`config.mk`:
```
export PLATFORM = sky130hd
export DESIGN_NAME = fib_byte_serializer_flat
export DESIGN_NICKNAME = d
export VERILOG_FILES = /design/src/rtl/fib_ser_pkg.sv /design/src/rtl/fib_byte_serializer_if.sv /design/src/rtl/fib_ser_fifo.sv /design/src/rtl/fib_byte_serializer.sv /design/src/flat_wrapper.sv
export SDC_FILE = /design/constraint.sdc
export NUM_CORES = 1
export LEC_CHECK = 0
export CELL_PAD_IN_SITES_DETAIL_PLACEMENT = 0
export CELL_PAD_IN_SITES_GLOBAL_PLACEMENT = 1
export CORE_MARGIN = 2
export CORE_UTILIZATION = 39
export CTS_CLUSTER_DIAMETER = 120
export CTS_CLUSTER_SIZE = 8
export DETAILED_ROUTE_END_ITERATION = 10
export GPL_ROUTABILITY_DRIVEN = 0
export HOLD_SLACK_MARGIN = 0.02
export PLACE_DENSITY = 0.68
export SKIP_LAST_GASP = 1
export SLEW_MARGIN = 10
export SYNTH_ARGS = -nofsm -noshare
export SYNTH_HDL_FRONTEND = slang
export SYNTH_SLANG_ARGS = --single-unit
```
`constraint.sdc`:
```
create_clock -name clk -period 2.8 [get_ports clk]
set_clock_uncertainty 0.1 [all_clocks]
set_input_delay 0.84 -clock clk [delete_from_list [all_inputs] [get_ports clk]]
set_output_delay 0.84 -clock clk [all_outputs]
set_load 0.02 [all_outputs]
```
`src/rtl/fib_ser_pkg.sv`:
```
// Shared types and constants for the Fibonacci byte serializer.
// Build option: FIB_SER_PARITY_EN appends an even-parity bit after the MSB of each frame.
package fib_ser_pkg;

  typedef enum logic {IDLE = 1'b0, SHIFT = 1'b1} state_e;

`ifdef FIB_SER_PARITY_EN
  localparam int PARITY_BITS = 1;
`else
  localparam int PARITY_BITS = 0;
`endif

  localparam int         FRAME_BITS = 8 + PARITY_BITS;
  localparam logic [7:0] DROP_MAX   = 8'hFF;

endpackage

```
`src/rtl/fib_byte_serializer_if.sv`:
```
// Producer byte handshake plus serial consumer handshake of the byte serializer.
interface fib_byte_serializer_if #(parameter int DATA_W = 8);

  logic              in_valid;
  logic [DATA_W-1:0] in_data;
  logic              in_ready;
  logic              ser_ready;
  logic              ser_valid;
  logic              ser_out;
  logic              ser_start;
  logic [7:0]        drop_cnt;

  modport slave (
    input  in_valid, in_data, ser_ready,
    output in_ready, ser_valid, ser_out, ser_start, drop_cnt
  );

  modport master (
    output in_valid, in_data, ser_ready,
    input  in_ready, ser_valid, ser_out, ser_start, drop_cnt
  );

endinterface

```
`src/rtl/fib_ser_fifo.sv`:
```
// Synchronous FIFO buffering producer bytes; head is the oldest entry, valid while !empty.
module fib_ser_fifo #(
  parameter int DEPTH  = 4,
  parameter int DATA_W = 8
) (
  input  logic              clk,
  input  logic              rst,
  input  logic              push,
  input  logic [DATA_W-1:0] push_data,
  input  logic              pop,
  output logic              full,
  output logic              empty,
  output logic [DATA_W-1:0] head
);

  localparam int AW = $clog2(DEPTH);

  logic [AW-1:0]     wr_q, wr_d, rd_q, rd_d;
  logic [AW:0]       cnt_q, cnt_d;
  logic [DATA_W-1:0] mem_q [DEPTH];
  logic              do_push, do_pop;

  assign full    = (cnt_q == (AW+1)'(DEPTH));
  assign empty   = (cnt_q == '0);
  assign head    = mem_q[rd_q];
  assign do_push = push && !full;
  assign do_pop  = pop && !empty;

  // Pointers are exactly AW bits wide, so power-of-two wrap is free.
  always_comb begin
    wr_d  = wr_q + AW'(do_push);
    rd_d  = rd_q + AW'(do_pop);
    cnt_d = cnt_q + (AW+1)'(do_push) - (AW+1)'(do_pop);
  end

  always_ff @(posedge clk or negedge rst) begin
    if (!rst) begin
      wr_q  <= '0;
      rd_q  <= '0;
      cnt_q <= '0;
    end else begin
      wr_q  <= wr_d;
      rd_q  <= rd_d;
      cnt_q <= cnt_d;
    end
  end

  always_ff @(posedge clk) begin
    if (do_push) mem_q[wr_q] <= push_data;
  end

endmodule

```
`src/rtl/fib_byte_serializer.sv`:
```
// Buffers generator bytes and shifts them out LSB first with a start strobe per frame.
// Build option: FIB_SER_PARITY_EN adds a trailing even-parity bit to every frame.
module fib_byte_serializer
  import fib_ser_pkg::*;
#(
  parameter int DEPTH  = 4,
  parameter int DATA_W = 8
) (
  input  logic                  clk,
  input  logic                  rst,
  fib_byte_serializer_if.slave  bus
);

  localparam int FB = DATA_W + PARITY_BITS;
  localparam int IW = $clog2(FB);

  state_e            state_q, state_d;
  logic [FB-1:0]     shift_q, shift_d, load_frame;
  logic [IW-1:0]     idx_q, idx_d;
  logic [7:0]        drop_q, drop_d;
  logic              full, empty, pop;
  logic [DATA_W-1:0] head;

  fib_ser_fifo #(.DEPTH(DEPTH), .DATA_W(DATA_W)) u_fifo (
    .clk       (clk),
    .rst       (rst),
    .push      (bus.in_valid && !full),
    .push_data (bus.in_data),
    .pop       (pop),
    .full      (full),
    .empty     (empty),
    .head      (head)
  );

`ifdef FIB_SER_PARITY_EN
  assign load_frame = {^head, head};
`else
  assign load_frame = head;
`endif

  always_comb begin
    state_d = state_q;
    shift_d = shift_q;
    idx_d   = idx_q;
    pop     = 1'b0;
    unique case (state_q)
      IDLE: begin
        if (!empty) begin
          pop     = 1'b1;
          shift_d = load_frame;
          idx_d   = '0;
          state_d = SHIFT;
        end
      end
      SHIFT: begin
        if (bus.ser_ready) begin
          shift_d = shift_q >> 1;
          idx_d   = idx_q + IW'(1);
          // Reload on the last bit's edge so back-to-back frames have no gap.
          if (idx_q == IW'(FB-1)) begin
            idx_d = '0;
            if (!empty) begin
              pop     = 1'b1;
              shift_d = load_frame;
            end else begin
              state_d = IDLE;
            end
          end
        end
      end
      default: state_d = IDLE;
    endcase
  end

  always_comb begin
    drop_d = drop_q;
    if (bus.in_valid && full && drop_q != DROP_MAX) drop_d = drop_q + 8'd1;
  end

  always_ff @(posedge clk or negedge rst) begin
    if (!rst) begin
      state_q <= IDLE;
      shift_q <= '0;
      idx_q   <= '0;
      drop_q  <= '0;
    end else begin
      state_q <= state_d;
      shift_q <= shift_d;
      idx_q   <= idx_d;
      drop_q  <= drop_d;
    end
  end

  // The shift register drains to zero by frame end, so ser_out idles low.
  assign bus.in_ready  = !full;
  assign bus.ser_valid = (state_q == SHIFT);
  assign bus.ser_out   = shift_q[0];
  assign bus.ser_start = (state_q == SHIFT) && (idx_q == '0);
  assign bus.drop_cnt  = drop_q;

endmodule

```
`src/flat_wrapper.sv`:
```
// flat-port wrapper written by rule: the top's interface ports become plain ports
module fib_byte_serializer_flat import fib_ser_pkg::*;
#(
  parameter int DEPTH  = 4,
  parameter int DATA_W = 8
)
  (clk, rst, bus_in_valid, bus_in_data, bus_ser_ready, bus_in_ready, bus_ser_valid, bus_ser_out, bus_ser_start, bus_drop_cnt);
  fib_byte_serializer_if #(.DATA_W(DATA_W)) bus_i ();
  input  logic clk;
  input  logic rst;
  input wire logic [$bits(bus_i.in_valid)-1:0] bus_in_valid;
  input wire logic [$bits(bus_i.in_data)-1:0] bus_in_data;
  input wire logic [$bits(bus_i.ser_ready)-1:0] bus_ser_ready;
  output wire logic [$bits(bus_i.in_ready)-1:0] bus_in_ready;
  output wire logic [$bits(bus_i.ser_valid)-1:0] bus_ser_valid;
  output wire logic [$bits(bus_i.ser_out)-1:0] bus_ser_out;
  output wire logic [$bits(bus_i.ser_start)-1:0] bus_ser_start;
  output wire logic [$bits(bus_i.drop_cnt)-1:0] bus_drop_cnt;
  assign bus_i.in_valid = bus_in_valid;
  assign bus_i.in_data = bus_in_data;
  assign bus_i.ser_ready = bus_ser_ready;
  assign bus_in_ready = bus_i.in_ready;
  assign bus_ser_valid = bus_i.ser_valid;
  assign bus_ser_out = bus_i.ser_out;
  assign bus_ser_start = bus_i.ser_start;
  assign bus_drop_cnt = bus_i.drop_cnt;
  fib_byte_serializer #(.DEPTH(DEPTH), .DATA_W(DATA_W)) u_core (.clk(clk), .rst(rst), .bus(bus_i));
endmodule
```
# --- Yosys cells after proc, flatten, opt, wreduce, memory -nomap -nowiden ---
# Memories as Yosys holds them, arrays and structs flattened.
# Cells that the tools add are included.
totals:
  ff_bits: 27
  ramBits: 32
  input_bits: 12
  out_inout_bits: 12
  wordCells: 49
  n_memories: 1
op_classes:
  addsub: 6
  eq_ne: 5
  mux: 18
  bitwise_logic: 1
  reduce_logical: 11
mem_list:
  columns: ["memory", "words", "word_bits", "rd", "rd_ports_with_merged_regs", "write_ports", "line_no", "text"]
  rows:
  - ["u_core.u_fifo.mem_q", 4, 8, 1, 0, 1, "fib_ser_fifo.sv:20", "logic [DATA_W-1:0] mem_q [DEPTH];"]
ops:
  columns: ["operator", "n"]
  rows:
  - ["$mux W8", 4]
  - ["$pmux W8 S2", 1]
  - ["$mux W3", 3]
  - ["$add A8 B1 Y8 const B", 1]
  - ["$ne A8 B8 Y1 const B", 1]
  - ["$mux W1", 7]
  - ["$eq A3 B3 Y1 const B", 2]
  - ["$logic_and A1 B1 Y1", 6]
  - ["$logic_not A3 Y1", 2]
  - ["$pmux W3 S2", 1]
  - ["$add A2 B1 Y2", 2]
  - ["$ne A2 B2 Y1 const B", 2]
  - ["$pmux W1 S2", 2]
  - ["$add A3 B1 Y3", 1]
  - ["$add A3 B1 Y3 const B", 1]
  - ["$sub A3 B1 Y3", 1]
  - ["$logic_not A1 Y1", 2]
  - ["$reduce_and A2 Y1", 1]
  - ["$not A1 Y1", 1]

# --- Depth between registers and ports, before layout ---
# Gate-level depths: netlist (run 1).
logic_depth:
  depth_word: 7
  mapped_depth: 11
  ltp_nobuf: 10

# --- Modules after synthesis ---
# From an unflattened synthesis (run 1), not the netlist that was laid out.
hier_totals:
  hier_cells: 184
  hier_area_um2: 2648.8
by_module_without_submodules:
  columns: ["module", "instances", "cells_each", "area_per_inst_um2", "seq_area_each_um2"]
  rows:
  - ["fib_ser_fifo", 1, 73, 1545.2, 1136.1]
  - ["fib_byte_serializer", 1, 111, 1103.6, 500.5]

# --- Worst setup path before layout (run 1) ---
# No wires, ideal clock.
synth_path:
  path_kind: "input-to-reg"
  from: "input bus_ser_ready"
  to: "register u_core.u_fifo.cnt_q[2]"
  setup_time_ns: 0.124
  t_arrival_ns: 2.334
  t_required_ns: 2.576
  slack_ns: 0.242
  path_stages: 9
  n_path_buf: 1
  cell_sequence: "nand2_1 a21oi_1 clkbuf_1 xnor2_1 ha_1 inv_1 fa_1 xnor2_1 xnor2_1"
synth_via:
  elab_chain_len: 4
synth_lines:
  columns: ["element", "line_no", "text"]
  rows:
  - ["start, declared", "flat_wrapper.sv:13", "input wire logic [$bits(bus_i.ser_ready)-1:0] bus_ser_ready;"]
  - ["$mux W1", "fib_byte_serializer.sv:56", "if (bus.ser_ready) begin"]
  - ["$pmux W1 S2", "fib_byte_serializer.sv:46", "unique case (state_q)"]
  - ["$logic_and A1 B1 Y1", "fib_ser_fifo.sv:27", "assign do_pop = pop && !empty;"]
  - ["$sub A3 B1 Y3", "fib_ser_fifo.sv:33", "cnt_d = cnt_q + (AW+1)'(do_push) - (AW+1)'(do_pop);"]
  - ["net u_core.u_fifo.cnt_d[2]", "fib_ser_fifo.sv:19", "logic [AW:0] cnt_q, cnt_d;"]
  - ["end signal, assigned", "fib_ser_fifo.sv:44", "cnt_q <= cnt_d;"]
  - ["end, declared", "fib_ser_fifo.sv:19", null]
# The timed path passes the listed nets, and every way through them passes these cells.
# A chain may end at the register's enable or synchronous reset.

# --- Final worst setup path (run 1) ---
# Same ends and word-level chain as after synthesis.

==> results of run 1 <==
[cell type report]
cell class / instances / area (sq um)
fillers: 513 / 2980
flip-flops and latches: 59 / 1640
clock buffers: 10 / 138
repair buffers: 30 / 283
inverters: 5 / 18.8
clock inverters: 6 / 55.1
multi-input cells: 95 / 786
well taps: 75 / 93.8
[state kept, by name, indices dropped and copies added, names as in the netlist]
register              count
u_core.u_fifo.cnt_q       3
u_core.idx_q              3
u_core.u_fifo.mem_q      32
u_core.u_fifo.rd_q        2
u_core.shift_q            8
u_core.u_fifo.wr_q        2
u_core.bus.ser_valid      1
u_core.bus.drop_cnt       8
[worst register-to-register path: stages, from the launching register on]
cell	delay (ns)
dfrtp_1	0.37
ha_1	0.16
ha_1	0.19
nand2_1	0.08
a21oi_1	0.25
xnor2_1	0.15
ha_1	0.17
inv_1	0.05
fa_1	0.40
xnor2_1	0.19
xnor2_1	0.15
[routing by layer]
metal | GRT usage | share of wire | routed length [um] | up-vias
li1 | - | - | - | 682
met1 | 0.168 | 0.44 | 1860 | 686
met2 | 0.215 | 0.49 | 2080 | 39
met3 | 0.0388 | 0.047 | 200 | 11
met4 | 0.0805 | 0.026 | 112 | 0
met5 | 0 | 0 | 0 | -
[kinds of logic after synthesis]
logic type	Yosys count	share of synthesized area
adder cells (fa/ha/maj)	7	0.0387
XOR/XNOR	10	0.0356
flip-flops	59	0.666
multiplexers	13	0.0952
AO/OA/AOI/OAI	17	0.0463
AND/OR/NAND/NOR	48	0.104
buffers and inverters	9	0.0143
[final timing paths]
path / from / endpoint / slack, ns / cells past startpoint
max: bus_ser_ready / u_core.u_fifo.cnt_q[2]$_DFF_PN0_ / 0.17 / 9
min: u_core.shift_q[7]$_DFFE_PN0P_ / u_core.shift_q[7]$_DFFE_PN0P_ / 0.41 / 1
max reg2reg: u_core.idx_q[0]$_DFFE_PN0P_ / u_core.u_fifo.cnt_q[2]$_DFF_PN0_ / 0.44 / 10
min reg2reg: u_core.shift_q[7]$_DFFE_PN0P_ / u_core.shift_q[7]$_DFFE_PN0P_ / 0.41 / 1
max in group asynchronous: rst / u_core.shift_q[3]$_DFFE_PN0P_ / 1.54 / 2
min in group asynchronous: rst / u_core.u_fifo.cnt_q[1]$_DFF_PN0_ / 0.79 / 2
[cells in the mapped netlist (all sizes together)]
cell type,number
and4bb,1
nor3,3
clkbuf,3
and3,1
dfrtp,27
mux2,3
inv,5
mux2i,2
o22ai,7
a21oi,5
nor2,13
mux4,8
nand2,10
fa,1
nand3,3
or3b,1
and2,1
ha,6
o21ba,1
buf,1
and4,1
nor3b,2
a21o,1
xor2,4
edfxtp,32
or3,1
a22o,2
nand4,4
nor2b,7
a32o,1
xnor2,6
[power groups by stage]
stage | clock (mW) | sequential, mW | combinational [mW]
2_1_floorplan | 0 | 1.34 | 0.524
3_3_place_gp | 0 | 1.38 | 0.739
3_5_place_dp | 0 | 1.40 | 0.768
4_1_cts | 0.769 | 1.38 | 0.772
5_1_grt | 0.812 | 1.42 | 0.843
6_report | 0.746 | 1.38 | 0.756
==> flow_summary_export.csv, run 1 <==
group,metric,value,unit
outcome,status,"finished, final reports clean",
worst_setup_path,crit_family,"adder cells",
synth,synth_top_cells_by_area,"edfxtp_1, dfrtp_1, mux4_2",
sta,tightest_slew,0.579,ns
clock_tree,clkLatencyLatePin,0.33,ns
clock_tree,cts_tree,"done",
sta,finalSetupTns,0,ns
sta,fin_crit_sh,0.939,
sta,finalHoldViolCount,0,
floorplan,ios,24,
synth,yosysSeqAreaShare,0.666,
clock_tree,cts_inserted_buffers,9,
power_and_ir_drop,vdd.ir_drop.worst,0.487,mV
power_and_ir_drop,power,2.88,mW
synth,syn_avg_cell_area,15.1,sq um
power_and_ir_drop,pwr_density_cell,957,mW/mm^2
routing,drtPass1Iterations,4,
final_layout,antenna_cells,0,
clock_tree,cts_resized,0,
clock_tree,clock_path_buffers,2,
power_and_ir_drop,leakage,1.16,nW
routing,drt-total-wl,4.25,mm
synth,synth_top_cell_area_share,0.391,
worst_setup_path,cp_max_fo,2,
final_layout,fin_cells,280,
worst_setup_path,cp-start-kind,"primary input",
floorplan,design.core.area,0.00599,sq mm
worst_setup_path,crit_required,2.95,ns
power_and_ir_drop,p_int,2.00,mW
worst_setup_path,crit_buf_inv,2,
power_and_ir_drop,p_sw,0.876,mW
routing,first_iter_violations,60,
grt,track_usage,0.137,
sta,layout_setup_ws,0.172,ns
synth,syn_area,0.00246,sq mm
place,dp_hpwl,2.84,mm
clock_tree,post-cts-setup-buffer-count,0,
final_layout,mostFrequentLayoutCells,"edfxtp_1, dfrtp_1, clkdlybuf4s50_1",
synth,synth_nets,182,
routing,drc,0,
clock_tree,htreeDepth,3,
clock_tree,cts_hold_buf,0,
sta,timing.fmax,381,MHz
synth,synthCells,163,
sta,post-route-min-period,2.63,ns
clock_tree,cts.sinks,59,
place,numPortBuffers,23,
sta,whs,0.409,ns
worst_setup_path,path_class,"in2reg",
grt,antenna_found_initial,0,
grt,grt_pass1_vias,1439,
floorplan,rows,28,
run,max_cap_viol_count,0,
floorplan,start_util,0.410,
place,place_area,0.00282,sq mm
place,placed_cells,264,
worst_setup_path,crit_top_cell,"xnor2_1",
worst_setup_path,slowest_delay,0.49,ns
worst_setup_path,worstPathArrival,2.78,ns
power_and_ir_drop,p_seq_frac,0.479,
floorplan,die_width,83.4,um
final_layout,final_common_cell,"edfxtp_1",
sta,setup-violations-final,0,
routing,vias,1418,
final_layout,layout-drive-gt1-share,0.171,
clock_tree,root_buffer,"clkbuf_8",
synth,synth_cell_types,32,
sta,slew_violations,0,
final_layout,syn2layout_area_growth,22.5,%
power_and_ir_drop,p_sw_frac,0.304,
routing,wl_per_cell,15.2,um
final_layout,finish.utilization,0.503,
worst_setup_path,crit_slowest_cell,"clkdlybuf4s50_1",
floorplan,design.die.area,0.00695,sq mm
grt,grt_pass1_wl,7.14,mm
floorplan,die_h,83.4,um
power_and_ir_drop,comb_power_share,0.262,
synth,ys_ff_latch,59,
synth,ys_warn_count,0,
final_layout,layout.nets,219,
worst_setup_path,crit_path_end_kind,"register",
routing,antenna_left,0,
place,post-place-ws,-0.176,ns
worst_setup_path,crit_path_cell_trace,"clkdlybuf4s50_1 -> nand2_1 -> a21oi_1 -> xnor2_1 -> ha_1 -> inv_1 -> fa_1 -> xnor2_1 -> xnor2_1",
grt,grt_overflow,0,
routing,vias_per_cell,5.06,
sta,rsz0062_at_grt,"no",
clock_tree,clk_pin_slew_worst_paths,0.07,ns
power_and_ir_drop,clock_power_share,0.259,
grt,grt_max_degree,28,
worst_hold_path,hp-class,"reg2reg",
sta,slew_headroom,0.614,
final_layout,design_area,0.00301,sq mm
synth,synth_largest_area_cell,"edfxtp_1",
Power figures use the tool's default switching activity.
==> run 2: changes to the inputs <==
ABC_CLOCK_PERIOD_IN_PS = 2800   (was default)
HOLD_SLACK_MARGIN = default   (was 0.02)
==> results of run 2 <==
Same layout as run 1: the final DEF is identical, and so are final timing and power.
==> edit, RTL diff (config.mk and constraints of run 2) <==
`DEPTH` is set to 4 in 3 places; all go to 2.
--- a/src/rtl/fib_ser_fifo.sv
+++ b/src/rtl/fib_ser_fifo.sv
@@ -2,3 +2,3 @@
 module fib_ser_fifo #(
-  parameter int DEPTH  = 4,
+  parameter int DEPTH  = 2,
   parameter int DATA_W = 8
--- a/src/rtl/fib_byte_serializer.sv
+++ b/src/rtl/fib_byte_serializer.sv
@@ -5,3 +5,3 @@
 #(
-  parameter int DEPTH  = 4,
+  parameter int DEPTH  = 2,
   parameter int DATA_W = 8
--- a/src/flat_wrapper.sv
+++ b/src/flat_wrapper.sv
@@ -3,3 +3,3 @@
 #(
-  parameter int DEPTH  = 4,
+  parameter int DEPTH  = 2,
   parameter int DATA_W = 8
Behaviour: not the same (Yosys sat finds a counterexample within 4 cycles, from zero or initial values and one cycle with rst low).
==> edit against run 2 <==
  * Utilization decreased by 2.1 points
  * Largest power group unchanged
  * Critical path depth decreased by 6
  * Sequential cell count decreased by 19
  * Power decreased by 32%
  * Design area decreased by 25%
  * Area after synthesis decreased by 24%
  * Combinational power decreased by 16%
  * Largest cell class unchanged
  * First-iteration DRC count decreased by 8.3%
  * Setup slack got worse by 0.023 ns
  * Wire length decreased by 21%
==> edit: results (changes against run 2) <==
| Metric | Value |
|---|---|
| Max reg flops | 16 (-50%) |
| Largest cells by area after synthesis | dfrtp_1 (32%), edfxtp_1 (26%), ha_1 (5.3%) |
| Netlist cell types | 37 (+16%) |
| Largest net degree at the start of global routing | 25 (-11%) |
| Crit path to | bus_in_ready |
| Fillcell total | 419 (-18%) |
| First-pass GRT wire length | 5790 microns (-19%) |
| Crit path from | u_core.u_fifo.cnt_q[0] |
| Total CTS buffers | 5 (-4) |
| Required time of the critical path | 1.86 ns (-1.09 ns) |
| CTS resizes | 0 (unchanged) |
| Reg with most FFs | u_core.u_fifo.mem_q |
| R2R setup slack | 0.53 ns (+0.09 ns) |
| FF-to-FF End | u_core.u_fifo.cnt_q[1] |
| Leak pwr | 0.916 nW (-21%) |
| Worst Path Max Fanout | 6 (+4) |
| Tmin final | 2.65 ns (+0.0231 ns) |
| Peak VDD IR | 0.342 mV (-30%) |
| Clk_lat worst skew | 0.29 ns (-0.04 ns) |
| DP Worst Slack | 0.157 ns (+0.333 ns) |
| Yosys warnings | 0 (unchanged) |
| Number of synthesized flops with an enable pin | 16 (-50%) |
| Hold WC Path Type | reg -> reg |
| Worst R2R Path Depth | 9 (-1) |
| Hold path depth | 1 (unchanged) |
| Layout Nets | 194 (-11%) |
| Syn_nets | 166 (-8.8%) |
| HPWL after DPL | 2370 microns (-17%) |
| Tot GR Track Use | 0.142 (+0.00571) |
| Status | finished, final reports clean |
| Worst-margin pin slew | 0.593 ns (+0.0144 ns) |
| Ys async rst share | 0.600 (+0.142) |
| Worst Hold End | u_core.shift_q[7] |
| Vias per cell | 5.39 (+6.5%) |
| Main flop type after synthesis | dfrtp_1 |
| H-tree Lvls | 2 (-1) |
| Worst r2r src | u_core.idx_q[0] |
| Share of cells above drive strength 1 | 0.0971 (-0.0736) |
| DRT Pass-1 Iters | 4 (unchanged) |
| Register area share after synthesis | 0.576 (-0.0904) |
| DR WL/cell | 14.7 microns (-3.1%) |
| Clock transition at the registers of the reported paths | 0.08 ns |
| DRT iter0 DRCs | 55 (-8.3%) |
| Synth cell count leaders | dfrtp_1 (24), edfxtp_1 (16), inv_1 (13) |
==> edit: cell types whose count changed in the layout (fill, tap and decap cells not counted), sizes merged, moves of 4 or more <==
cell    before  now
edfxtp      32   16
o22ai        7    0
mux4         8    0
a311oi       0    7
nor2        13    2
a221o        0    7
a22o         2    9
inv          5   14
clkbuf      10    6
==> edit: critical path: stages, from the launching register on <==
cell and delay [ns]:
dfrtp_1 0.48, and2b_1 0.26, inv_2 0.08, clkdlybuf4s50_1 0.60
==> edit: cell type report <==
class / count / share of cell area
clock buffer: 6 / 0.0322
clock inverter: 2 / 0.00554
inverter: 14 / 0.0233
multi-input combinational: 86 / 0.315
sequential: 40 / 0.479
tap: 54 / 0.0299
timing repair buffer: 27 / 0.115
==> edit: routing by layer <==
layer / vias up / GRT usage / part of all wire
li1: 603 / - / -
met1: 600 / 0.191 / 0.47
met2: 27 / 0.216 / 0.48
met3: 5 / 0.0466 / 0.034
met4: 0 / 0.0505 / 0.011
met5: - / 0 / 0
==> edit: cell families after synthesis <==
family | share of synthesized area
DFF | 0.576
AOI/OAI and AO/OA | 0.162
adders and majority gates | 0.0533
muxes | 0.0360
xor gates and xnor gates | 0.0187
buffers and inverters | 0.0460
and+or+nand+nor | 0.109
==> edit: power by group <==
part,internal (W),switching [W],leakage [nW]
Clock,0.000174,0.000195,0.0412
Sequential,0.000797,0.000168,0.452
Combinational,0.000323,0.000315,0.423
==> edit: stage by stage <==
step	instance area (sq um)	hold slack, ns	total power [W]	instances
3_3_place_gp	2170	0.388	0.00160	221
4_1_cts	2260	0.418	0.00200	229
5_1_grt	2260	0.440	0.00212	229
2_1_floorplan	1880	0.373	0.00137	146
3_5_place_dp	2170	0.399	0.00162	221
6_report	2260	0.411	0.00197	229
